--- src/rtl/ab_chk_pkg.sv ---
// Shared types and constants for the AND-block self-test checker.
package ab_chk_pkg;

   typedef enum logic [1:0] {
      IDLE  = 2'd0,
      DRIVE = 2'd1,
      DONE  = 2'd2
   } ab_chk_state_t;

   localparam int unsigned          AB_VEC_NUM = 4;
   localparam int unsigned          AB_ERR_W   = 8;
   localparam logic [AB_ERR_W-1:0]  AB_ERR_MAX = 8'd255;
   localparam logic [1:0]           AB_VEC_LAST = 2'(AB_VEC_NUM - 1);

endpackage

--- src/rtl/ab_err_sat_cnt.sv ---
// Saturating mismatch counter: synchronous clear, adds 0/1/2 per cycle, sticks at AB_ERR_MAX.
module ab_err_sat_cnt
   import ab_chk_pkg::*;
(
   input  logic                clk,
   input  logic                rst,
   input  logic                clr,
   input  logic [1:0]          inc,
   output logic [AB_ERR_W-1:0] cnt
);

   logic [AB_ERR_W-1:0] cnt_q;
   logic [AB_ERR_W-1:0] cnt_d;
   logic [AB_ERR_W:0]   sum;

   always_comb begin
      sum = {1'b0, cnt_q} + {{(AB_ERR_W - 1){1'b0}}, inc};
      // AB_ERR_MAX is all ones, so any carry out means the sum went past it
      if (clr) begin
         cnt_d = '0;
      end else if (sum[AB_ERR_W]) begin
         cnt_d = AB_ERR_MAX;
      end else begin
         cnt_d = sum[AB_ERR_W-1:0];
      end
   end

   always_ff @(posedge clk) begin
      if (rst) begin
         cnt_q <= '0;
      end else begin
         cnt_q <= cnt_d;
      end
   end

   assign cnt = cnt_q;

endmodule

--- config.mk ---
export PLATFORM = sky130hd
export DESIGN_NAME = ab_err_sat_cnt
export DESIGN_NICKNAME = d
export VERILOG_FILES = /design/src/rtl/ab_chk_pkg.sv /design/src/rtl/ab_err_sat_cnt.sv
export SDC_FILE = /design/constraint.sdc
export NUM_CORES = 1
export LEC_CHECK = 0
export ABC_AREA = 1
export BUFFER_PORTS_ARGS = -buffer_cell sky130_fd_sc_hd__buf_4
export CAP_MARGIN = 20
export CORE_AREA = 2 2 39 41
export CTS_BUF_LIST = sky130_fd_sc_hd__clkbuf_8
export CTS_CLUSTER_DIAMETER = 150
export CTS_CLUSTER_SIZE = 12
export DETAILED_ROUTE_END_ITERATION = 16
export DIE_AREA = 0 0 41 43
export PLACE_DENSITY_LB_ADDON = 0.05
export SETUP_SLACK_MARGIN = 0.2
export SYNTH_ARGS = -nofsm -noshare
export SYNTH_HDL_FRONTEND = slang
export SYNTH_SLANG_ARGS = --single-unit
--- constraint.sdc ---
create_clock -name clk -period 1.5 [get_ports clk]
set_input_delay 0.15 -clock clk [delete_from_list [all_inputs] [get_ports clk]]
set_output_delay 0.15 -clock clk [all_outputs]
set_load 0.005 [all_outputs]
==> impl_metrics.yaml <==
global_routing:
  grt_overflow_total: 0
  grt_max_degree: 7
  antenna_found_initial: 0
  grt_usage_pct: 13.5
  grt_pass1_vias: 416
  grt_pass1_wl_um: 1570
drt:
  via_per_inst: 4.22
  drt_iter0_drc: 10
  drc: 0
  antenna_left: 0
  dr.pass1.iters: 2
  avgRoutedWirePerCell_um: 9.03
  routed_wl_um: 939
  via_count: 439
finish:
  nets: 98
  finalInstanceArea_um2: 701
  area_growth_pct: 56.4
  fin_cells: 104
  layout-drive-gt1-share_pct: 40.9
  n_antenna_cell: 0
  largest_reg_flops: 8
logic_synthesis:
  synth_seq_cells: 8
  yosys.area.top_type: "dfxtp_1"
  synth_simple_gate_area_share_pct: 33.2
  synth_fa_ha_area_share_pct: 10.1
  ys_warn_count: 0
  ys_types: 13
  synth_fp_nets: 76
  synth.area.top_cells: "dfxtp_1 (36%), nand2_1 (14%), inv_1 (13%)"
  synthCells: 68
  syn_area_per_cell_um2: 6.59
  synth_top_family_by_area: "simple AND/OR/NAND/NOR gates"
  synth_xor_xnor_area_share_pct: 1.96
  synthMuxAreaShare_pct: 0
  ys_seq_area_share_pct: 35.8
  synth_compound_area_share_pct: 5.59
  synth_top_area_share_pct: 35.8
  synth_area_um2: 448
clocking:
  cts_tree: "built"
  clkLatencyLatePin_ps: 220
  cts_num_sinks: 8
  htreeDepth: 1
  cts.clk_slew.worst_paths_ps: 40
  clockRootBuffer: "clkbuf_8"
  clock_path_buffers: 2
  numCtsBuffers: 3
placed_design:
  dpl.hpwl_um: 757
  globalplace.congestion: 0.719
  place_inst: 97
  port-buffer-count: 12
  placed_cell_area_um2: 584
timing:
  finalSetupViolations: 0
  fin_crit_sh_pct: 95.1
  slew_violations: 0
  report.final.hold_viol_count: 0
  finClkSkew_ps: 1.83
  rsz0062_at_grt: "true"
  slew_headroom_pct: 81.8
  fmax_mhz: 701
  tightest_slew_ps: 272
  fin_crit_ps: 1430
setup_path:
  crit_required_ps: 1650
  worstSetupEndpointType: "flop"
  crit_type: "flop to flop"
  cp_data_arrival_time_ps: 1580
  crit_fanout: 6
  start_kind: "flop"
die:
  io_pins: 13
  dieArea_mm2: 0.00176
  die_w_um: 41
  start_util_pct: 32.4
  coreArea_mm2: 0.00138
  die_h_um: 43
  rows: 14
power_and_ir_drop:
  peakVddDrop_v: 0.000593
  p_leak_nw: 0.390
  power.density_mw_per_mm2: 757
run_status:
  outcome: "finished, final reports clean"
worst_hold_path:
  hp-class: "input pin to flop"
job:
  drv_cap: 0
-- Yosys cell counts (all sizes together) --
master and instances:
a21oi 4, dfxtp 8, fa 1, ha 2, inv 16, nand2 18, nand3 9, nor2 7
nor3 1, o21ai 1, xor2 1
-- worst max-delay path, cell delays in order, from the launching register on --
cell     delay (ps)
dfxtp_2         340
ha_4            130
inv_2            30
fa_2            340
inv_2            70
nand2_4          60
nor2_4          140
nand2_4         100
a21oi_1         150
-- final cells by class --
type	instances	area [um^2]
sequential	8	161
timing repair buffer	17	128
tap	16	20.0
clock buffer	3	41.3
inverter	16	60.1
fill	138	683
multi-input combinational	44	290
-- cells in the final DEF, fill, tap and decap left out --
| cell | count |
|---|---|
| dfxtp_1 | 7 |
| nand2_4 | 2 |
| inv_2 | 3 |
| nor2_1 | 5 |
| nor3_1 | 1 |
| nand3_2 | 4 |
| inv_1 | 13 |
| a21oi_2 | 2 |
| clkbuf_8 | 3 |
| xor2_1 | 1 |
| ha_4 | 1 |
| nand2_1 | 16 |
| a21oi_1 | 2 |
| fa_2 | 1 |
| buf_4 | 17 |
| dfxtp_2 | 1 |
| nand3_1 | 5 |
| nor2_4 | 1 |
| nor2_2 | 1 |
| ha_1 | 1 |
| o21ai_1 | 1 |
-- path summary, 6_finish.rpt --
kind                     start                 to  slack (ps)  cells past startpoint
min reg2reg  cnt[7]$_SDFF_PP0_  cnt[6]$_SDFF_PP0_         540                      2
max reg2reg  cnt[0]$_SDFF_PP0_  cnt[2]$_SDFF_PP0_          70                      8
min                        rst  cnt[5]$_SDFF_PP0_         300                      5
max          cnt[0]$_SDFF_PP0_  cnt[2]$_SDFF_PP0_          70                      8
-- routing by layer --
layer / vias up / global-route usage (%) / part of all wire, %
li1: 246 / - / -
met1: 185 / 17.0 / 47
met2: 8 / 20.0 / 49
met5: - / 0 / 0
met3: 0 / 4.71 / 4.7
met4: 0 / 6.00 / 0
-- cells by family (layout without fill, tap and decap cells) --
logic type / count (synthesis) / after routing
compound gates: 5 / 5
simple gates: 35 / 35
flops: 8 / 8
buf+inv: 16 / 36
xor+xnor: 1 / 1
fa+ha+maj: 3 / 3
-- where the power goes --
| group | total [W] | internal, W | switching [W] |
|---|---|---|---|
| Clock | 0.000253 | 0.000173 | 0.0000793 |
| Combinational | 0.0000552 | 0.0000312 | 0.0000239 |
| Sequential | 0.000222 | 0.000218 | 0.00000424 |
| Total | 0.000530 | 0.000423 | 0.000108 |
-- what timing repair did --
item,CTS,global route
endpoints found under the setup margin,8,8
pin swaps,8,4
gates resized for setup,10,2
setup buffers,4,0
hold buffers,0,0
-- per-stage QoR --
stage	setup TNS (ps)	util [%]	power, W	hold slack [ps]	setup slack [ps]
final	0	50.6	0.000530	295	74.0
after global routing	-47.1	50.6	0.000557	307	-14.4
after CTS	0	50.2	0.000538	292	63.7
after detailed placement	-35.0	42.2	0.000272	532	-15.3
after global placement	0	42.2	0.000270	509	21.0
after floorplan	0	-	0.000248	338	97.7
Power figures use the tool's default switching activity.
